==> src/rtl/jt900h_dump_rd.sv <==
`default_nettype none
// ============================================================================
// Module   : jt900h_dump_rd
// Purpose  : Reader side of the CPU register dump port. On a start pulse it
//            walks dump addresses 0x00..LAST_ADDR, captures each byte from
//            the register file and streams it out over a valid/ready byte
//            interface. The frame is a header byte, then the data bytes, then
//            a checksum byte chosen so that data + checksum sum to 0 mod 256.
// Revision : 1.0 - initial release
// ----------------------------------------------------------------------------
// Ports
//   rst        in   1  asynchronous reset, active high
//   clk        in   1  system clock (no clock enable used)
//   start      in   1  one-cycle frame request, ignored while busy
//   busy       out  1  frame in progress
//   halt       out  1  copy of busy when HALT_EN=1, else 0
//   dmp_addr   out  8  dump address to the register file
//   dmp_din    in   8  dump data, valid one clk after dmp_addr changes
//   out_data   out  8  stream byte
//   out_valid  out  1  stream byte valid
//   out_ready  in   1  consumer ready
//   done       out  1  one-cycle pulse after the checksum is accepted
// ============================================================================
module jt900h_dump_rd #(
  parameter logic [7:0] LAST_ADDR = 8'h51,
  parameter logic [7:0] HDR_BYTE  = 8'hA5,
  parameter bit         HALT_EN   = 1'b1
) (
  input  logic       rst,
  input  logic       clk,
  input  logic       start,
  output logic       busy,
  output logic       halt,
  output logic [7:0] dmp_addr,
  input  logic [7:0] dmp_din,
  output logic [7:0] out_data,
  output logic       out_valid,
  input  logic       out_ready,
  output logic       done
);

  typedef enum logic [2:0] {
    ST_IDLE   = 3'd0,
    ST_HDR    = 3'd1,
    ST_RDWAIT = 3'd2,
    ST_CAPT   = 3'd3,
    ST_SEND   = 3'd4,
    ST_CSUM   = 3'd5
  } state_t;

  state_t     state_q, state_d;
  logic [7:0] addr_q,  addr_d;
  logic [7:0] data_q,  data_d;
  logic [7:0] acc_q,   acc_d;
  logic       done_q,  done_d;
  logic       w_hs;

  // A handshake only counts in the states that present a byte.
  assign out_valid = (state_q == ST_HDR) || (state_q == ST_SEND) ||
                     (state_q == ST_CSUM);
  assign w_hs      = out_valid && out_ready;

  always_ff @(posedge clk or posedge rst) begin
    if (rst) begin
      state_q <= ST_IDLE;
      addr_q  <= 8'h00;
      data_q  <= 8'h00;
      acc_q   <= 8'h00;
      done_q  <= 1'b0;
    end else begin
      state_q <= state_d;
      addr_q  <= addr_d;
      data_q  <= data_d;
      acc_q   <= acc_d;
      done_q  <= done_d;
    end
  end

  always_comb begin
    state_d = state_q;
    addr_d  = addr_q;
    data_d  = data_q;
    acc_d   = acc_q;
    done_d  = 1'b0;
    case (state_q)
      ST_IDLE: begin
        if (start) begin
          state_d = ST_HDR;
          addr_d  = 8'h00;
          acc_d   = 8'h00;
          // The header is loaded here so it is already stable when valid rises.
          data_d  = HDR_BYTE;
        end
      end
      ST_HDR: begin
        if (w_hs) state_d = ST_RDWAIT;
      end
      // The register file registers dmp_din, so one dead cycle is needed
      // after every address change before the data can be captured.
      ST_RDWAIT: begin
        state_d = ST_CAPT;
      end
      ST_CAPT: begin
        data_d  = dmp_din;
        acc_d   = acc_q + dmp_din;
        state_d = ST_SEND;
      end
      ST_SEND: begin
        if (w_hs) begin
          if (addr_q == LAST_ADDR) begin
            state_d = ST_CSUM;
            data_d  = ~acc_q + 8'd1;
          end else begin
            addr_d  = addr_q + 8'd1;
            state_d = ST_RDWAIT;
          end
        end
      end
      ST_CSUM: begin
        if (w_hs) begin
          state_d = ST_IDLE;
          done_d  = 1'b1;
        end
      end
      default: begin
        state_d = ST_IDLE;
      end
    endcase
  end

  assign busy     = (state_q != ST_IDLE);
  assign dmp_addr = addr_q;
  assign out_data = data_q;
  assign done     = done_q;

  generate
    if (HALT_EN) begin : g_halt_on
      assign halt = busy;
    end else begin : g_halt_off
      assign halt = 1'b0;
    end
  endgenerate

endmodule
`default_nettype wire

==> config.mk <==
export PLATFORM = sky130hd
export DESIGN_NAME = jt900h_dump_rd
export DESIGN_NICKNAME = d
export VERILOG_FILES = /design/src/rtl/jt900h_dump_rd.sv
export SDC_FILE = /design/constraint.sdc
export NUM_CORES = 1
export LEC_CHECK = 0
export ABC_AREA = 1
export CAP_MARGIN = 0
export CELL_PAD_IN_SITES_DETAIL_PLACEMENT = 1
export CELL_PAD_IN_SITES_GLOBAL_PLACEMENT = 1
export CORE_MARGIN = 2
export CORE_UTILIZATION = 40
export CTS_CLUSTER_SIZE = 8
export DETAILED_ROUTE_END_ITERATION = 10
export GPL_ROUTABILITY_DRIVEN = 0
export PLACE_DENSITY_LB_ADDON = 0.1
export SLEW_MARGIN = 10
export SYNTH_ARGS = -nofsm -noshare
export SYNTH_HDL_FRONTEND = slang
export SYNTH_SLANG_ARGS = --single-unit
==> constraint.sdc <==
create_clock -name clk -period 4.3 [get_ports clk]
set_input_delay 0.86 -clock clk [delete_from_list [all_inputs] [get_ports clk]]
set_output_delay 0.86 -clock clk [all_outputs]
set_load 0.02 [all_outputs]
Word level (Yosys, flattened, before mapping)

Cells that the tools add are included.

Bits in registers: 28
Word-level logic and storage cells: 50

$add $sub $neg: 3
Equal/unequal tests: 12
Muxes and demuxes: 17
Bitwise logic cells: 1
Reductions and logical operators: 12

Operators by type and width:

| cell                  | number |
|---|---|
| $mux W8               | 6 |
| $pmux W8 S2           | 2 |
| $pmux W8 S3           | 1 |
| $pmux W3 S6           | 1 |
| $add A8 B1 Y8 const B | 2 |
| $mux W3               | 5 |
| $reduce_and A4 Y1     | 3 |
| $ne A2 B2 Y1 const B  | 5 |
| $add A8 B8 Y8         | 1 |
| $eq A8 B7 Y1 const B  | 1 |
| $not A8 Y8            | 1 |
| $eq A3 B2 Y1 const B  | 2 |
| $eq A3 B3 Y1 const B  | 2 |
| $reduce_bool A3 Y1    | 2 |
| $reduce_bool A2 Y1    | 2 |
| $eq A3 B1 Y1 const B  | 1 |
| $logic_not A3 Y1      | 1 |
| $logic_or A1 B1 Y1    | 2 |
| $mux W1               | 2 |
| $ne A2 B1 Y1 const B  | 1 |
| $reduce_and A2 Y1     | 1 |
| $logic_and A1 B1 Y1   | 1 |

Logic depth before layout (Yosys ltp)

Gate-level depths: netlist of run 1.

Word-level depth: 6
Gate-level depth with buffers: 11
Depth with buffers taken out: 10

Least setup slack after synthesis of run 1

Ideal clock, no wire load.

Path kind: in2reg
Start: in dmp_din[0]
End: reg acc_q[4]
Arrival: 1.967 ns
Data required time: 4.217 ns
Setup slack: 2.251 ns
Cell stages on the path: 9
Cells stage by stage: ha_1 fa_1 nand2_1 inv_1 o21ai_0 nand2_1 nand2_1 nand2_1 o21ai_0

Longest elaborated chain between the ends: 2

Ends and longest elaborated chain:

| what                 | RTL line | text |
|---|---|---|
| from (decl)          | 35       | `input logic [7:0] dmp_din,` |
| $add A8 B8 Y8        | 105      | `acc_d = acc_q + dmp_din;` |
| $pmux W8 S2          | 85       | `case (state_q)` |
| to (signal assigned) | 68       | `acc_q <= 8'h00;` |
| to (signal assigned) | 74       | `acc_q <= acc_d;` |
| to (decl)            | 54       | `logic [7:0] acc_q, acc_d;` |

No other way between the ends.
A chain may end at the register's enable or synchronous reset.

Worst setup path in the final report of run 1

Start: reg state_q[2]
End: out out_valid

Longest elaborated chain between the ends: 3

Ends and longest elaborated chain:

| what                                                | RTL line | text |
|---|---|---|
| from (decl)                                         | 51       | `state_t state_q, state_d;` |
| from (signal assigned)                              | 71       | `state_q <= state_d;` |
| $eq A3 B1 Y1 / $eq A3 B3 Y1 (equally long branches) | 59       | `assign out_valid = (state_q == ST_HDR) \|\| (state_q == ST_SEND) \|\|` |
| $logic_or A1 B1 Y1                                  | 59       |  |
| $logic_or A1 B1 Y1 *                                | 59       |  |
| to (decl)                                           | 37       | `output logic out_valid,` |

Mark *: on every way between the ends. The rest lies on a longest branch, timed or not.

==> impl_metrics.ini, run 1 <==
[power]
switching_share = 0.492
p_int_mw = 0.736
power_mw = 1.45
netSwitchingPower_mw = 0.714
leakage_nw = 1.17
peakVddDrop_uv = 373
power_frac_clock = 0.116
power_density_nw_per_um2 = 604
pwr-share-seq = 0.294
comb_power_share = 0.590

[route]
remaining_drc_errors = 0
drtIter0Drc = 52
firstDrtPassIters = 4
vias_per_cell = 5.00
wire_per_inst_um = 13.8
ant_nets = 0
vias = 1879
wl_um = 5170

[final_layout]
fillerInstances = 661
n_antenna_cell = 0
final_layout_size_suffix_gt1_frac = 0.0939
layoutNonFillerInstCount = 376
nets = 333
area_growth_pct = 21.5

[synth]
ys_types = 31
syn_nets = 300
syn_area_sq_um = 1970
synth_top_area_share = 0.355
synth_area_per_cell_sq_um = 7.13
ys_seq_area_frac = 0.355
synth_area_leaders = dfrtp_1 35%, nand2_1 16%, nand3_1 6.6%
yosysTopAreaCell = dfrtp_1
synth.ff_latch_count = 28
ys_warn_count = 0
syn_inst = 277

[cts]
cts_buffer_depth = 2
htreeDepth = 1
cts_root_buf = clkbuf_8
cts_made_buffers = 3
path_clk_slew_ns = 0.10
cts_hold_buf = 0
clock_latency_ns = 0.27
cts_tree = built
postCtsSetupBuffers = 0
cts.sinks = 28
post_cts_resized = 0

[worst_setup_path]
r2r_slack_ns = 2.29
worstSetupEndpointType = output port
critPathMaxFanout = 7
worstSetupStartpointType = flop
required_ns = 3.44
arrival_ns = 1.71
path_class = flop to output port

[grt]
grt_use_total = 0.202
overflow = 0
antenna_found_initial = 0
grt_pass1_wl_um = 8690
grt_max_degree = 29
grt_pass1_vias = 1853

[timing]
worst_pin_slew_ns = 0.887
hold_violations = 0
period_share = 0.599
setup_tns_ns = 0
slew_headroom = 0.406
max_clock_freq_mhz = 388
drv_slew = 0
setup_viol_count_final = 0
period_needed_ns = 2.57
rsz0062_at_grt = false
fin_skew_ns = 0.00664

[floorplan]
ioPinCount = 32
die_area_sq_um = 5510
initial_core_util = 0.415
dieHeight_um = 74.3
core_sq_um = 4750
row_count = 25
die_x_um = 74.3

[outcome]
status = finished clean

[placed_design]
detailed_place_hpwl_um = 4080
dp.cells = 372
io_buffers = 31

[run]
maxCapViolations = 0

[worst_hold_path]
min_path_type = flop to flop
## power groups by stage
stage / clock [mW] / sequential, mW / combinational (mW)
2_1_floorplan: 0 / 0.457 / 0.579
5_1_grt: 0.183 / 0.438 / 0.967
6_report: 0.168 / 0.426 / 0.856
3_5_place_dp: 0 / 0.432 / 0.863
3_3_place_gp: 0 / 0.428 / 0.842
4_1_cts: 0.176 / 0.426 / 0.869
## flip-flops by register name, summed over array words and instances (netlist names)
name / count
out_data: 8
acc_q: 8
state_q: 3
dmp_addr: 8
done: 1
## critical path, cell delays in order (launching register included)
cell	delay, ns
dfrtp_1	0.52
inv_2	0.13
a21oi_1	0.17
clkdlybuf4s50_1	0.62
## layout by cell type (no fill, tap or decap), types with 2 or more instances in the layout
cell type,netlist,routed
clkdlybuf4s50_1,0,31
nand2_4,4,4
nand4_1,5,5
nor2_4,2,2
ha_1,10,10
inv_2,2,2
a21oi_1,7,7
nor2_1,26,26
xnor2_1,2,2
nand2_2,2,2
nand3_1,26,26
nor3_1,2,2
clkbuf_8,0,4
dfrtp_1,28,28
inv_1,33,33
or2_2,4,4
nand2_1,85,85
o21ai_0,16,16
o21ai_2,8,8
## worst paths after layout
check | cells past startpoint | from | endpoint
hold / removal | 2 | out_data[1]$_DFFE_PP0P_ | out_data[1]$_DFFE_PP0P_
min in group asynchronous | 3 | rst | state_q[1]$_DFFE_PP0P_
setup reg to reg | 8 | state_q[1]$_DFFE_PP0P_ | out_data[7]$_DFFE_PP0P_
max in group asynchronous | 3 | rst | acc_q[7]$_DFFE_PP0P_
setup / recovery | 3 | state_q[2]$_DFFE_PP0P_ | out_valid
hold reg to reg | 2 | out_data[1]$_DFFE_PP0P_ | out_data[1]$_DFFE_PP0P_
## synthesized netlist by cell type
master,number
nand2_1,85
inv_1,33
dfrtp_1,28
nand3_1,26
nor2_1,26
o21ai_0,16
ha_1,10
o21ai_2,8
a21oi_1,7
nand4_1,5
nand2_4,4
or2_2,4
buf_4,2
inv_2,2
nand2_2,2
nor2_4,2
nor3_1,2
xnor2_1,2
a21boi_0,1
a22o_1,1
buf_2,1
buf_6,1
clkinv_2,1
fa_1,1
inv_4,1
nand3b_1,1
o211ai_1,1
o21ai_1,1
o21bai_1,1
o22ai_1,1
o32ai_1,1
## cells by family (layout without fill, tap and decap cells)
logic type	Yosys count	after routing	synth area share
AOI/OAI and AO/OA	38	38	0.120
xor gates and xnor gates	2	2	0.00887
adders and majority gates	11	11	0.0735
buffers and inverters	41	73	0.0881
DFF	28	28	0.355
and+or+nand+nor	157	157	0.355
## area by class of cell
cell class                 count  area, sq um  area share
inverter                      37          143      0.0594
clock buffer                   4         55.1      0.0229
multi-input combinational    208         1100       0.458
sequential                    28          701       0.292
timing repair buffer          32          318       0.132
tap                           67         83.8      0.0349
## routing by layer
| layer | vias to the layer above | track usage | share of wire |
|---|---|---|---|
| met1 | 896 | 0.287 | 0.52 |
| met2 | 25 | 0.339 | 0.46 |
| met5 | - | 0 | 0 |
| met4 | 0 | 0.0317 | 0.0039 |
| li1 | 956 | - | - |
| met3 | 2 | 0.0203 | 0.018 |
## per-stage QoR
step | utilization | cell area, sq um | hold slack [ns] | setup WS, ns
floorplan | - | 1970 | 0.491 | 2.25
global placement | 0.493 | 2340 | 0.463 | 1.70
detailed placement | 0.493 | 2340 | 0.467 | 1.61
CTS | 0.505 | 2400 | 0.494 | 1.70
global route | 0.505 | 2400 | 0.533 | 1.62
finish | 0.505 | 2400 | 0.486 | 1.73
No activity file was read; power rests on OpenSTA's default activity.
==> inputs of run 2 (changes only) <==
Settings changed: CORE_UTILIZATION 40 to 35.
Clock period 4.3 ns to 2.2 ns, I/O delays scaled along.
==> impl_metrics.ini, run 2 (synthesized netlist as in run 1, its figures left out) <==
[timing]
setup_tns_ns = 0
worst_pin_slew_ns = 0.400
slew_headroom = 0.733
period_needed_ns = 2.10
rsz0062_at_grt = false
hold_violations = 0
fin_skew_ns = 0.00200
drv_slew = 0
setup_viol_count_final = 0
max_clock_freq_mhz = 475
period_share = 0.956
fin_hold_ws_ns = 0.494

[worst_setup_path]
required_ns = 1.76
critPathMaxFanout = 6
path_delay_family = buffers and inverters
cp_cell_sequence = nor2_4, nand2_1, clkdlybuf4s50_1
path_class = flop to output port
worstSetupEndpointType = output port
worstSetupStartpointType = flop
path_buf_inv = 1
crit_slowest_cell = clkdlybuf4s50_1
slowest_delay_ns = 0.56
arrival_ns = 1.66

[final_layout]
nets = 335
multi_input_area_sq_um = 1100
final_cell_mix = 85 x nand2_1, 33 x inv_1, 31 x clkdlybuf4s50_1
design_area_sq_um = 2420
area_growth_pct = 22.7
seq_area_sq_um = 702
final_layout_size_suffix_gt1_frac = 0.103
final_common_cell = nand2_1
fillerInstances = 718
n_antenna_cell = 0
post-route-util = 0.443

[floorplan]
die_x_um = 79.1
dieHeight_um = 79.1
initial_core_util = 0.361
ioPinCount = 32
row_count = 27
core_sq_um = 5470
die_area_sq_um = 6260

[cts]
cts_root_buf = clkbuf_8
cts_tree = built
clock_latency_ns = 0.28
cts_made_buffers = 3
cts.sinks = 28
postCtsSetupBuffers = 0
htreeDepth = 1
cts_buffer_depth = 2
path_clk_slew_ns = 0.10

[route]
firstDrtPassIters = 4
ant_nets = 0
vias_per_cell = 4.93
remaining_drc_errors = 0
drtIter0Drc = 54
vias = 1889
wire_per_inst_um = 13.6
wl_um = 5220

[worst_hold_path]
min_path_type = flop to flop

[grt]
grt_pass1_vias = 1852
overflow = 0
grt_use_total = 0.183
grt_max_degree = 29
grt_pass1_wl_um = 9050
antenna_found_initial = 0

[power]
switching_share = 0.495
netSwitchingPower_mw = 1.43
comb_power_share = 0.589
p_int_mw = 1.46
pwr-share-seq = 0.292
power_density_nw_per_um2 = 1190
power_mw = 2.88
power_frac_clock = 0.119
leakage_nw = 1.18
peakVddDrop_uv = 506

[run]
maxCapViolations = 0

[placed_design]
detailed_place_hpwl_um = 4020
post_dp_cell_area_sq_um = 2370
io_buffers = 31

[outcome]
status = finished clean
[run 2: cell type report]
cell class                 instances  area share
clock buffer                       4      0.0227
inverter                          37      0.0589
timing repair buffer              34       0.137
tap                               72      0.0372
sequential                        28       0.290
multi-input combinational        208       0.454
[run 2: worst paths after layout]
path	startpoint	end	slack (ns)	cells past startpoint
max in group asynchronous	rst	state_q[2]$_DFFE_PP0P_	1.36	3
worst max register to register	acc_q[0]$_DFFE_PP0P_	acc_q[4]$_DFFE_PP0P_	0.47	9
min in group asynchronous	rst	out_data[3]$_DFFE_PP0P_	0.53	3
worst min register to register	out_data[4]$_DFFE_PP0P_	out_data[4]$_DFFE_PP0P_	0.49	2
worst max-delay path	state_q[1]$_DFFE_PP0P_	halt	0.1	3
worst min-delay path	out_data[4]$_DFFE_PP0P_	out_data[4]$_DFFE_PP0P_	0.49	2
[run 2: metrics by stage]
stage | setup slack [ns] | std cells
after floorplan | 0.571 | 277
after global placement | 0.0512 | 379
after detailed placement | 0.0102 | 379
after CTS | 0.0575 | 383
after global routing | 0.000783 | 383
final | 0.0968 | 383
[run 2: metal layers]
layer	global-route usage	vias to the layer above	routed length (um)
met4	0.0534	0	63
met3	0.0170	5	80
met2	0.306	25	2560
li1	-	960	-
met5	0	-	0
met1	0.253	899	2510
[run 2: power groups by stage]
| stage | registers, mW | logic (mW) | clock network [mW] |
|---|---|---|---|
| after floorplan | 0.893 | 1.13 | 0 |
| after global placement | 0.847 | 1.68 | 0 |
| after detailed placement | 0.847 | 1.72 | 0 |
| after CTS | 0.839 | 1.73 | 0.354 |
| after global routing | 0.868 | 1.94 | 0.373 |
| final | 0.841 | 1.70 | 0.343 |
[run 2: repair_timing]
action                                  CTS  global route
hold buffers                              0             0
endpoints found under the setup margin    0             3
gates resized for setup                   0             1
[run 2: worst reg2reg max path: cells and delay by family, from the launching register on]
kind	cells	cell delay, ns
adder cells (fa/ha/maj)	2	0.62
flip-flops	1	0.42
AO/OA/AOI/OAI	2	0.30
AND/OR/NAND/NOR	4	0.26
buffers and inverters	1	0.05
==> inputs of run 3 (changes only) <==
Settings changed: CORE_ASPECT_RATIO set to 0.9.
==> impl_metrics.ini, run 3 (synthesized netlist as in run 1, its figures left out) <==
[worst_setup_path]
slowest_delay_ns = 0.56
worstSetupEndpointType = output port
cp_cell_sequence = nor2_4, nand2_1, clkdlybuf4s50_1
required_ns = 1.76
path_class = flop to output port
arrival_ns = 1.67
crit_slowest_cell = clkdlybuf4s50_1
worstSetupStartpointType = flop
critPathMaxFanout = 6

[route]
wl_um = 5300
ant_nets = 0
remaining_drc_errors = 0
firstDrtPassIters = 4
vias_per_cell = 4.98
vias = 1881
wire_per_inst_um = 14.0
drtIter0Drc = 60

[run]
maxCapViolations = 0

[power]
peakVddDrop_uv = 613
power_density_nw_per_um2 = 1190
leakage_nw = 1.18

[timing]
slew_headroom = 0.738
fin_skew_ns = 0.00395
rsz0062_at_grt = false
drv_slew = 0
hold_violations = 0
setup_tns_ns = 0
setup_slack_ns = 0.0879
period_needed_ns = 2.11
worst_pin_slew_ns = 0.393
period_share = 0.960
fin_hold_ws_ns = 0.488
setup_viol_count_final = 0
max_clock_freq_mhz = 473

[placed_design]
io_buffers = 31
dp_slack_ns = -0.00396
dp.cells = 374
detailed_place_hpwl_um = 4120

[grt]
grt_max_degree = 29
overflow = 0
grt_use_total = 0.182
grt_pass1_vias = 1847
antenna_found_initial = 0
grt_pass1_wl_um = 9100

[cts]
cts_tree = built
htreeDepth = 1
cts_buffer_depth = 2
cts_root_buf = clkbuf_8
clock_latency_ns = 0.28
path_clk_slew_ns = 0.10
cts.sinks = 28
cts_made_buffers = 3

[final_layout]
area_growth_pct = 22.4
nets = 335
final_layout_size_suffix_gt1_frac = 0.103
final_cell_mix = 85 x nand2_1, 33 x inv_1, 31 x clkdlybuf4s50_1
n_antenna_cell = 0
final_common_cell = nand2_1
layoutNonFillerInstCount = 378

[floorplan]
row_count = 25
die_x_um = 83.2
core_sq_um = 5350
die_area_sq_um = 6260
dieHeight_um = 75.3
ioPinCount = 32
initial_core_util = 0.369

[worst_hold_path]
min_path_type = flop to flop

[outcome]
status = finished clean
## run 3: cell counts in the layout (fill, tap and decap cells not counted)
Identical to the previous run, type by type.
## run 3: critical path, delay by kind of cell, from the launching register on
family	cells	cell delay [ns]
buffers and inverters	1	0.56
flip-flops	1	0.47
AND/OR/NAND/NOR	2	0.36
## run 3: power by group
| group | total [mW] | internal (mW) | switching, mW |
|---|---|---|---|
| combinational | 1.70 | 0.626 | 1.08 |
| sequential | 0.838 | 0.670 | 0.167 |
| clock | 0.334 | 0.161 | 0.174 |
| total | 2.87 | 1.46 | 1.42 |
## run 3: layer usage
metal / wire (um) / global-route usage
met1: 2750 / 0.260
met2: 2350 / 0.303
met3: 174 / 0.0307
met4: 22 / 0.0219
met5: 0 / 0
## run 3: what timing repair did
item                                    4_1_cts  5_1_grt
gates resized for setup                       0        1
setup buffers                                 0        0
endpoints found under the setup margin        0        2
hold buffers                                  0        0
## run 3: per-stage QoR
step	area, sq um	utilization	power (mW)
final	2420	0.452	2.87
after global routing	2420	0.452	3.16
after CTS	2410	0.451	2.91
after detailed placement	2360	0.441	2.56
after global placement	2360	0.441	2.52
after floorplan	1970	-	2.02
## run 3: cell type report
type	count	area, sq um
timing repair buffer	34	333
clock buffer	4	55.1
tap	67	83.8
inverter	37	143
multi-input combinational	208	1100
fill	716	2930
sequential	28	702
## run 3: worst paths after layout
path	from	depth (start not counted)	slack, ns	end
min in group asynchronous	rst	3	0.55	out_data[1]$_DFFE_PP0P_
max in group asynchronous	rst	3	1.35	state_q[2]$_DFFE_PP0P_
setup / recovery	state_q[0]$_DFFE_PP0P_	3	0.09	busy
setup reg to reg	acc_q[0]$_DFFE_PP0P_	9	0.48	acc_q[4]$_DFFE_PP0P_
hold / removal	out_data[6]$_DFFE_PP0P_	2	0.49	out_data[6]$_DFFE_PP0P_
hold reg to reg	out_data[6]$_DFFE_PP0P_	2	0.49	out_data[6]$_DFFE_PP0P_
